<file path="src/rtl/alu_pkg.sv">
// rtl/alu_pkg.sv - shared opcodes, opcode type and flag positions for the ALU stage
package alu_pkg;

  typedef logic [2:0] alu_op_t;

  localparam alu_op_t OP_AND = 3'b000;
  localparam alu_op_t OP_OR  = 3'b001;
  localparam alu_op_t OP_XOR = 3'b010;
  localparam alu_op_t OP_ADD = 3'b011;
  localparam alu_op_t OP_SUB = 3'b100;
  localparam alu_op_t OP_SLT = 3'b101;
  localparam alu_op_t OP_SLL = 3'b110;
  localparam alu_op_t OP_SRL = 3'b111;

  localparam int FLAG_ZERO  = 0;
  localparam int FLAG_CARRY = 1;
  localparam int FLAG_OVF   = 2;
  localparam int NUM_FLAGS  = 3;

endpackage

</file>
<file path="src/rtl/alu_pipe_stage_if.sv">
// rtl/alu_pipe_stage_if.sv - operand/result handshake bundle of the ALU pipe stage
interface alu_pipe_stage_if #(
  parameter int WIDTH = 32
);
  import alu_pkg::*;

  logic             in_valid;
  logic             in_ready;
  logic [WIDTH-1:0] a;
  logic [WIDTH-1:0] b;
  alu_op_t          op;
  logic             out_valid;
  logic             out_ready;
  logic [WIDTH-1:0] y;
  logic             zero;
  logic             carry;
  logic             ovf;
  logic [15:0]      op_count;

  modport master (
    output in_valid, a, b, op, out_ready,
    input  in_ready, out_valid, y, zero, carry, ovf, op_count
  );

  modport slave (
    input  in_valid, a, b, op, out_ready,
    output in_ready, out_valid, y, zero, carry, ovf, op_count
  );

endinterface

</file>
<file path="src/rtl/alu_func_unit.sv">
// rtl/alu_func_unit.sv - combinational ALU function: a, b, op -> y, zero, carry, ovf
module alu_func_unit
  import alu_pkg::*;
#(
  parameter int WIDTH = 32
) (
  input  logic [WIDTH-1:0] a,
  input  logic [WIDTH-1:0] b,
  input  alu_op_t          op,
  output logic [WIDTH-1:0] y,
  output logic             zero,
  output logic             carry,
  output logic             ovf
);
  localparam int SHW = $clog2(WIDTH);
  localparam int MSB = WIDTH - 1;

  logic [WIDTH-1:0] and_y;
  logic [WIDTH-1:0] or_y;
  logic [WIDTH-1:0] xor_y;
  logic [WIDTH-1:0] b_eff;
  logic [WIDTH:0]   sum;
  logic             is_sub;
  logic             slt;

  // The shared 32-bit units only fit the default width; other widths use operators.
  generate
    if (WIDTH == 32) begin : g_units
      and_32bit u_and (.a(a), .b(b), .y(and_y));
      or_32bit  u_or  (.a(a), .b(b), .y(or_y));
      xor_32bit u_xor (.a(a), .b(b), .y(xor_y));
    end else begin : g_ops
      assign and_y = a & b;
      assign or_y  = a | b;
      assign xor_y = a ^ b;
    end
  endgenerate

  always_comb begin
    is_sub = (op == OP_SUB);
    b_eff  = is_sub ? ~b : b;
    sum    = {1'b0, a} + {1'b0, b_eff} + {{WIDTH{1'b0}}, is_sub};
    slt    = $signed(a) < $signed(b);
    y      = '0;
    carry  = 1'b0;
    ovf    = 1'b0;
    case (op)
      OP_AND: y = and_y;
      OP_OR:  y = or_y;
      OP_XOR: y = xor_y;
      OP_ADD: begin
        y     = sum[WIDTH-1:0];
        carry = sum[WIDTH];
        ovf   = (a[MSB] == b[MSB]) & (sum[MSB] != a[MSB]);
      end
      OP_SUB: begin
        y     = sum[WIDTH-1:0];
        carry = ~sum[WIDTH];
        ovf   = (a[MSB] != b[MSB]) & (sum[MSB] != a[MSB]);
      end
      OP_SLT: y = {{(WIDTH-1){1'b0}}, slt};
      OP_SLL: y = a << b[SHW-1:0];
      OP_SRL: y = a >> b[SHW-1:0];
      default: y = '0;
    endcase
    zero = (y == '0);
  end

endmodule

</file>
<file path="src/rtl/and_32bit.sv">
// rtl/and_32bit.sv - 32-bit bitwise AND unit
module and_32bit (
  input  logic [31:0] a,
  input  logic [31:0] b,
  output logic [31:0] y
);
  assign y = a & b;
endmodule

</file>
<file path="src/rtl/or_32bit.sv">
// rtl/or_32bit.sv - 32-bit bitwise OR unit
module or_32bit (
  input  logic [31:0] a,
  input  logic [31:0] b,
  output logic [31:0] y
);
  assign y = a | b;
endmodule

</file>
<file path="src/rtl/xor_32bit.sv">
// rtl/xor_32bit.sv - 32-bit bitwise XOR unit
module xor_32bit (
  input  logic [31:0] a,
  input  logic [31:0] b,
  output logic [31:0] y
);
  assign y = a ^ b;
endmodule

</file>
<file path="src/rtl/alu_pipe_stage.sv">
// rtl/alu_pipe_stage.sv - two-stage registered ALU with valid/ready on both sides
module alu_pipe_stage
  import alu_pkg::*;
#(
  parameter int WIDTH = 32
) (
  input  logic             clk,
  input  logic             rst_n,
  alu_pipe_stage_if.slave  bus
);
  logic                 s1_valid_q, s1_valid_d;
  logic [WIDTH-1:0]     s1_a_q, s1_a_d;
  logic [WIDTH-1:0]     s1_b_q, s1_b_d;
  alu_op_t              s1_op_q, s1_op_d;
  logic                 out_valid_q, out_valid_d;
  logic [WIDTH-1:0]     y_q, y_d;
  logic [NUM_FLAGS-1:0] flags_q, flags_d;
  logic [15:0]          op_count_q, op_count_d;

  logic             s2_adv;
  logic             in_ready;
  logic             accept;
  logic [WIDTH-1:0] fu_y;
  logic             fu_zero;
  logic             fu_carry;
  logic             fu_ovf;

  alu_func_unit #(.WIDTH(WIDTH)) u_func (
    .a     (s1_a_q),
    .b     (s1_b_q),
    .op    (s1_op_q),
    .y     (fu_y),
    .zero  (fu_zero),
    .carry (fu_carry),
    .ovf   (fu_ovf)
  );

  always_comb begin
    s2_adv   = !out_valid_q | bus.out_ready;
    in_ready = !s1_valid_q | s2_adv;
    accept   = bus.in_valid & in_ready;

    s1_valid_d = s1_valid_q;
    s1_a_d     = s1_a_q;
    s1_b_d     = s1_b_q;
    s1_op_d    = s1_op_q;
    if (accept) begin
      s1_valid_d = 1'b1;
      s1_a_d     = bus.a;
      s1_b_d     = bus.b;
      s1_op_d    = bus.op;
    end else if (s2_adv) begin
      s1_valid_d = 1'b0;
    end

    // Stage 2 holds everything while the consumer stalls, so outputs stay stable.
    out_valid_d = out_valid_q;
    y_d         = y_q;
    flags_d     = flags_q;
    if (s2_adv) begin
      out_valid_d          = s1_valid_q;
      y_d                  = fu_y;
      flags_d[FLAG_ZERO]   = fu_zero;
      flags_d[FLAG_CARRY]  = fu_carry;
      flags_d[FLAG_OVF]    = fu_ovf;
    end

    op_count_d = op_count_q;
    if (out_valid_q & bus.out_ready) begin
      op_count_d = op_count_q + 16'd1;
    end
  end

  always_ff @(posedge clk or negedge rst_n) begin
    if (!rst_n) begin
      s1_valid_q  <= 1'b0;
      s1_a_q      <= '0;
      s1_b_q      <= '0;
      s1_op_q     <= OP_AND;
      out_valid_q <= 1'b0;
      y_q         <= '0;
      flags_q     <= '0;
      op_count_q  <= '0;
    end else begin
      s1_valid_q  <= s1_valid_d;
      s1_a_q      <= s1_a_d;
      s1_b_q      <= s1_b_d;
      s1_op_q     <= s1_op_d;
      out_valid_q <= out_valid_d;
      y_q         <= y_d;
      flags_q     <= flags_d;
      op_count_q  <= op_count_d;
    end
  end

  assign bus.in_ready  = in_ready;
  assign bus.out_valid = out_valid_q;
  assign bus.y         = y_q;
  assign bus.zero      = flags_q[FLAG_ZERO];
  assign bus.carry     = flags_q[FLAG_CARRY];
  assign bus.ovf       = flags_q[FLAG_OVF];
  assign bus.op_count  = op_count_q;

endmodule

</file>
<file path="src/flat_wrapper.sv">
// flat-port wrapper written by rule: the top's interface ports become plain ports
module alu_pipe_stage_flat import alu_pkg::*;
#(
  parameter int WIDTH = 32
)
  (clk, rst_n, bus_in_valid, bus_a, bus_b, bus_op, bus_out_ready, bus_in_ready, bus_out_valid, bus_y, bus_zero, bus_carry, bus_ovf, bus_op_count);
  alu_pipe_stage_if #(.WIDTH(WIDTH)) bus_i ();
  input  logic clk;
  input  logic rst_n;
  input wire logic [$bits(bus_i.in_valid)-1:0] bus_in_valid;
  input wire logic [$bits(bus_i.a)-1:0] bus_a;
  input wire logic [$bits(bus_i.b)-1:0] bus_b;
  input wire logic [$bits(bus_i.op)-1:0] bus_op;
  input wire logic [$bits(bus_i.out_ready)-1:0] bus_out_ready;
  output wire logic [$bits(bus_i.in_ready)-1:0] bus_in_ready;
  output wire logic [$bits(bus_i.out_valid)-1:0] bus_out_valid;
  output wire logic [$bits(bus_i.y)-1:0] bus_y;
  output wire logic [$bits(bus_i.zero)-1:0] bus_zero;
  output wire logic [$bits(bus_i.carry)-1:0] bus_carry;
  output wire logic [$bits(bus_i.ovf)-1:0] bus_ovf;
  output wire logic [$bits(bus_i.op_count)-1:0] bus_op_count;
  assign bus_i.in_valid = bus_in_valid;
  assign bus_i.a = bus_a;
  assign bus_i.b = bus_b;
  assign bus_i.op = bus_op;
  assign bus_i.out_ready = bus_out_ready;
  assign bus_in_ready = bus_i.in_ready;
  assign bus_out_valid = bus_i.out_valid;
  assign bus_y = bus_i.y;
  assign bus_zero = bus_i.zero;
  assign bus_carry = bus_i.carry;
  assign bus_ovf = bus_i.ovf;
  assign bus_op_count = bus_i.op_count;
  alu_pipe_stage #(.WIDTH(WIDTH)) u_core (.clk(clk), .rst_n(rst_n), .bus(bus_i));
endmodule
</file>
<file path="config.mk">
export PLATFORM = sky130hd
export DESIGN_NAME = alu_pipe_stage_flat
export DESIGN_NICKNAME = d
export VERILOG_FILES = /design/src/rtl/alu_pkg.sv /design/src/rtl/alu_pipe_stage_if.sv /design/src/rtl/alu_func_unit.sv /design/src/rtl/and_32bit.sv /design/src/rtl/or_32bit.sv /design/src/rtl/xor_32bit.sv /design/src/rtl/alu_pipe_stage.sv /design/src/flat_wrapper.sv
export SDC_FILE = /design/constraint.sdc
export NUM_CORES = 1
export LEC_CHECK = 0
export ABC_AREA = 1
export BUFFER_PORTS_ARGS = -buffer_cell sky130_fd_sc_hd__buf_4
export CORE_MARGIN = 5
export CORE_UTILIZATION = 55
export CTS_CLUSTER_SIZE = 24
export DETAILED_ROUTE_END_ITERATION = 12
export HOLD_SLACK_MARGIN = 0.08
export PLACE_DENSITY = 0.75
export REMOVE_ABC_BUFFERS = 1
export SETUP_SLACK_MARGIN = 0.02
export SLEW_MARGIN = 20
export SYNTH_ARGS = -nofsm -noshare
export SYNTH_HDL_FRONTEND = slang
export SYNTH_SLANG_ARGS = --single-unit
</file>
<file path="constraint.sdc">
create_clock -name clk -period 6.6 [get_ports clk]
set_clock_uncertainty 0.15 [all_clocks]
set_input_delay 0 -clock clk [delete_from_list [all_inputs] [get_ports clk]]
set_output_delay 0 -clock clk [all_outputs]
set_load 0.02 [all_outputs]
</file>
[Word-level counts from Yosys, hierarchy flattened]
Cells that the tools add are included.
Storage, ports and cells
  latch bits: 0
  memory bits (writable): 0
  flip-flop bits (word level): 120
  memories kept: 0
  output and inout bits: 53
  logic and storage cells: 47
  ROM bits: 0
Cells by class
  shifts and indexed selects: 2
  add/sub/neg operators: 3
  mux-type cells: 6
  div/mod/pow operators: 0
  multipliers: 0
  equality and inequality tests: 10
  bitwise operators: 11
  $lt $le $gt $ge: 1
  reductions and logical operators: 6
Operators by type and width (number)
  $pmux 32 s7: 1
  $add 32x32->33: 1
  $add 33x1->33: 1
  $and 32x32->32: 1
  $logic_not 32->1: 1
  $lt 32x32->1: 1
  $mux 32: 1
  $not 32->32: 1
  $or 32x32->32: 1
  $shl 32x5->32: 1
  $shr 32x5->32: 1
  $xor 32x32->32: 1
  $add 16x1->16 const B: 1
  $eq 3x3->1 const B: 4
  $eq 3x2->1 const B: 2
  $and 1x1->1: 4
  $pmux 1 s2: 2
  $eq 3x1->1 const B: 1
  $logic_not 3->1: 1
  $logic_not 1->1: 2
  $mux 1: 2
  $ne 1x1->1: 2
  $or 1x1->1: 2
  $reduce_bool 2->1: 1
  other kinds (3): 3

[Longest topological paths before layout]
  depth in word-level cells: 7
  mapped depth: 24
  mapped depth without buffers: 23

[Cells and area by module]
A second synthesis with hierarchy kept.
Unflattened totals
  cell total of the unflattened synthesis: 2488
  area, all modules: 14077.3 µm²
Modules (own cells, without submodules)
  alu_func_unit: area each 8021.4 µm², times used 1, cells each 1612
  alu_pipe_stage: area each 4854.7 µm², times used 1, cells each 556
  xor_32bit: area each 600.6 µm², times used 1, cells each 160
  or_32bit: area each 360.3 µm², times used 1, cells each 96
  and_32bit: area each 240.2 µm², times used 1, cells each 64

[Worst setup path after synthesis]
OpenSTA, ideal clock, no wires.
  path type: reg-to-reg
  start point: register u_core.s1_op_q[1]
  end point: register u_core.flags_q[0]
  arrival: 2.852 ns
  path slack: 3.520 ns
  buffers on the path: 1
  required time: 6.372 ns
  setup time: 0.078 ns
  stages on the path, launching flop included: 23
  cells stage by stage: dfrtp_1 nor2_4 nand2_4 buf_1 xor2_1 ha_1 nand2_1 nor2_1 and2_1 nand2_1 nand3_1 nand2_1 nand2_1 nand2_1 nand2_1 nand2_1 nand3_1 nand2_1 nand2_1 nand2_1 nor2_1 nand3_1 o21bai_1
Between the ends
  longest elaborated chain between the ends: 6
RTL lines
  start, declared: line alu_pipe_stage.sv:14  | alu_op_t s1_op_q, s1_op_d;
  start signal, assigned: line alu_pipe_stage.sv:88  | s1_op_q <= s1_op_d;
  $eq 3x3->1: line alu_func_unit.sv:40, alu_func_unit.sv:47
  $mux 32: line alu_func_unit.sv:41  | b_eff = is_sub ? ~b : b;
  $add 32x32->33: line alu_func_unit.sv:42  | sum = {1'b0, a} + {1'b0, b_eff} + {{WIDTH{1'b0}}, is_sub};
  $add 33x1->33: line alu_func_unit.sv:42
  $pmux 32 s7 (*): line alu_func_unit.sv:47  | case (op)
  $logic_not 32->1 (*): line alu_func_unit.sv:66  | zero = (y == '0);
  end signal, assigned: line alu_pipe_stage.sv:91  | flags_q <= flags_d;
  end, declared: line alu_pipe_stage.sv:17  | logic [NUM_FLAGS-1:0] flags_q, flags_d;
Mark *: on every way between the ends. The rest lies on a longest branch, timed or not.
A chain may end at the register's enable or synchronous reset.

[Worst setup path in the final report]
  start point: register u_core.s1_b_q[1]
  end point: register u_core.flags_q[0]
Between the ends
  longest elaborated chain between the ends: 6
RTL lines
  start, declared: line alu_pipe_stage.sv:13  | logic [WIDTH-1:0] s1_b_q, s1_b_d;
  start signal, assigned: line alu_pipe_stage.sv:78  | s1_b_q <= '0;
  start signal, assigned: line alu_pipe_stage.sv:87  | s1_b_q <= s1_b_d;
  $not 32->32: line alu_func_unit.sv:41
  $mux 32: line alu_func_unit.sv:41
  $add 32x32->33: line alu_func_unit.sv:42
  $add 33x1->33: line alu_func_unit.sv:42
  $pmux 32 s7 (*): line alu_func_unit.sv:47
  $logic_not 32->1 (*): line alu_func_unit.sv:66
Marks and branches as above.

==> out/metrics.yaml <==
outcome: "finished, final reports clean"
syn_inst: 2032
relSlewSlack_pct: 47.2
vias_per_cell: 6.07
dp_hpwl_mm: 39.8
worst_slack_ps: 2650
ios: 124
port_buffers: 123
combPwrFrac_pct: 56.1
ir_drop_mv: 0.188
place_ws_ps: 2820
worst_r2r_path_depth: 17
dp_cells: 2399
ys_seq_area_share_pct: 23.1
period_minus_slack_ps: 3950
cts_hold_buf: 72
cp-endpoint: "u_core.flags_q[0]$_DFFE_PN0P_"
switching_share_pct: 51.2
detail_route.first_pass.iterations: 9
gr-usage-all-layers_pct: 39.3
grt_max_degree: 83
worstPathRequired_ps: 6820
synth_seq_cells: 120
yosysUniqueCellTypes: 54
grt_pass1_vias: 14271
cts_max_path_buffers: 2
internal_power_w: 0.00245
fmax_mhz: 253
wl_per_cell_microns: 21.4
clk-insertion-delay-late_ps: 450
syn-cell-area_sq_um: 13000
htreeDepth: 4
p_total_w: 0.00501
final_nets: 2380
post-route-drc-count: 0
initial_utilization_pct: 55.6
slowest_stage: "dfrtp_2"
cts.sinks: 120
critPathKind: "flip-flop to flip-flop"
vias: 15198
hp-start: "bus_a[9]"
min_period_over_period_pct: 59.8
path_cells: "buf_4 -> xor2_1 -> fa_1 -> nor2_1 -> nand2_1 -> nand2_1 -> nand2_1 -> nand3_1 -> nand3_1 -> nand3b_1 -> nand2_1 -> nand3_1 -> nor2_1 -> nand2_1 -> nor2_1 -> nand3_1 -> o21bai_1"
grt_pass1_wl_mm: 80.6
setup_viol: 0
instances_no_fill: 2504
startpoint: "u_core.s1_b_q[1]$_DFFE_PN0P_"
p_clk_share_pct: 21.2
design.die.area_sq_um: 26900
avgSynthCellArea_sq_um: 6.41
yosys_warnings: 0
r2r_start: "u_core.s1_b_q[1]$_DFFE_PN0P_"
switching_power_w: 0.00256
arrival_ps: 4170
drt_iter0_drc: 2260
ctsResizeCount: 0
slew_violations: 0
r2r_setup_slack_ps: 2650
crit_fanout: 37
rows: 56
end_kind: "flip-flop"
overflow: 0
worstReg2RegEnd: "u_core.flags_q[0]$_DFFE_PN0P_"
hold_viol: 0
routed_wl_mm: 53.7
p_leak_nw: 7.90
critPathLaunchType: "flip-flop"
pwr-share-seq_pct: 22.7
antenna_found_initial: 1
drtAntennaViolNets: 0
rsz0062_at_grt: "no"
die_w_microns: 164
crit_top_cell: "nand2_1"
worst_slew_pin_slew_ps: 792
coreArea_sq_um: 23400
critPathMaxStageDelay_ps: 760
cap_violations: 0
post-route-util_pct: 65.8
diodes: 0
tns_ps: 0
place.gp.congestion: 1.04
hold_class: "input pin to flip-flop"
cts_setup_buffers: 0
area_growth_syn_to_layout_pct: 18.2
cts_tree: "yes"
cts_buffers: 17
clock-root-buffer: "clkbuf_16"
power_density_nw_per_um2: 326
drive_above_1_share_pct: 10.6
fp.dieH_microns: 164
clkTransAtPathRegs_ps: 70
==> final cells by class <==
cell class | count | area [sq um]
Inverter | 200 | 756
Sequential cell | 120 | 3010
Fill cell | 2168 | 8010
Clock inverter | 14 | 189
Timing Repair Buffer | 209 | 1790
Tap cell | 319 | 399
Multi-Input combinational cell | 1624 | 8820
Clock buffer | 18 | 429
==> Yosys cell counts, drive strengths merged <==
master / number / area [sq um]
a211oi: 3 / 32.5
a21o: 3 / 22.5
a21oi: 140 / 708
a221oi: 1 / 15.0
a22o: 1 / 8.76
a311oi: 1 / 8.76
a31oi: 5 / 31.3
and2: 8 / 50.1
and3: 4 / 25.0
buf: 57 / 337
clkbuf: 31 / 118
clkinv: 2 / 7.51
dfrtp: 120 / 3000
fa: 1 / 20.0
ha: 136 / 1700
inv: 198 / 748
mux2: 1 / 11.3
nand2: 467 / 1780
nand3: 387 / 1960
nand3b: 11 / 82.6
nand4: 19 / 119
nor2: 222 / 848
nor3: 18 / 90.1
nor3b: 1 / 7.51
o2111ai: 1 / 8.76
o211a: 1 / 10.0
o211ai: 8 / 60.1
o21a: 5 / 37.5
o21ai: 90 / 450
o21bai: 9 / 71.3
o221ai: 4 / 35.0
o22ai: 2 / 12.5
o2bb2ai: 1 / 8.76
o31ai: 1 / 7.51
or2: 25 / 156
xnor2: 4 / 35.0
xor2: 44 / 385
==> flip-flops by register name (all words and copies together), names as in the netlist <==
name and flops:
u_core.s1_op_q 3, u_core.s1_b_q 32, u_core.bus.y 32, u_core.bus.out_valid 1
u_core.s1_a_q 32, u_core.s1_valid_q 1, u_core.flags_q 3, u_core.bus.op_count 16
==> worst max-delay path: cells and delay by family, from the launching register on <==
family / cells / cell delay, ps
XOR/XNOR: 1 / 190
AO/OA/AOI/OAI: 1 / 140
flip-flops: 1 / 760
AND/OR/NAND/NOR: 13 / 1670
adder cells (fa/ha/maj): 1 / 470
buffers and inverters: 1 / 480
==> cells by family (layout without fill, tap and decap cells) <==
logic type | after synthesis | in the layout | synth area share (%)
AO/OA/AOI/OAI | 276 | 276 | 11.7
buffers and inverters | 288 | 441 | 9.29
multiplexers | 1 | 1 | 0.0865
flip-flops | 120 | 120 | 23.1
XOR/XNOR | 48 | 48 | 3.23
AND/OR/NAND/NOR | 1162 | 1162 | 39.4
adder cells (fa/ha/maj) | 137 | 137 | 13.2
==> worst min-delay path by stage <==
stage	endpoint	slack, ps	cells past startpoint
6_report	u_core.s1_a_q[9]$_DFFE_PN0P_	190	4
4_1_cts	u_core.s1_a_q[3]$_DFFE_PN0P_	190	4
2_1_floorplan	u_core.bus.op_count[0]$_DFFE_PN0P_	-450	0
3_5_place_dp	u_core.bus.y[2]$_DFFE_PN0P_	-90	1
3_3_place_gp	u_core.s1_b_q[11]$_DFFE_PN0P_	-110	1
5_1_grt	u_core.s1_b_q[30]$_DFFE_PN0P_	230	4
==> routing by layer <==
| metal | up-vias | GRT usage (%) | share of wire, % |
|---|---|---|---|
| li1 | 6992 | - | - |
| met1 | 7086 | 52.4 | 39 |
| met2 | 956 | 62.4 | 45 |
| met3 | 162 | 8.18 | 11 |
| met4 | 2 | 16.1 | 4.7 |
| met5 | - | 0 | 0.0056 |
==> power by group through the flow <==
stage	Combinational (W)	Sequential (W)	Clock (W)
after floorplan	0.00161	0.00123	0
after global placement	0.00264	0.00113	0
after detailed placement	0.00267	0.00113	0
after CTS	0.00273	0.00112	0.00106
after global routing	0.00306	0.00115	0.00108
final	0.00281	0.00114	0.00106
==> stage by stage <==
stage	area, sq um	hold slack, ps
after global placement	14000	-108
after detailed placement	14000	-90.9
after CTS	15400	194
after floorplan	12600	-446
after global routing	15400	230
final	15400	187
==> cell usage in the layout (no fill, tap or decap), drive strengths merged, types with 2 or more instances in the layout <==
master and instances:
nand4 19, xnor2 4, o211ai 8, nand2 467, inv 205, o221ai 4
o22ai 2, dfrtp 120, xor2 44, o21ai 90, and2 8, nor3 18
nand3 387, nand3b 11, and3 4, a211oi 3, clkinv 4, dlygate4sd3 71
or2 25, ha 136, a31oi 5, buf 138, a21o 3, a21oi 140
o21a 5, clkinvlp 2, nor2 222, o21bai 9, bufinv 3, clkbuf 18
(Power assumes the default switching activity.)
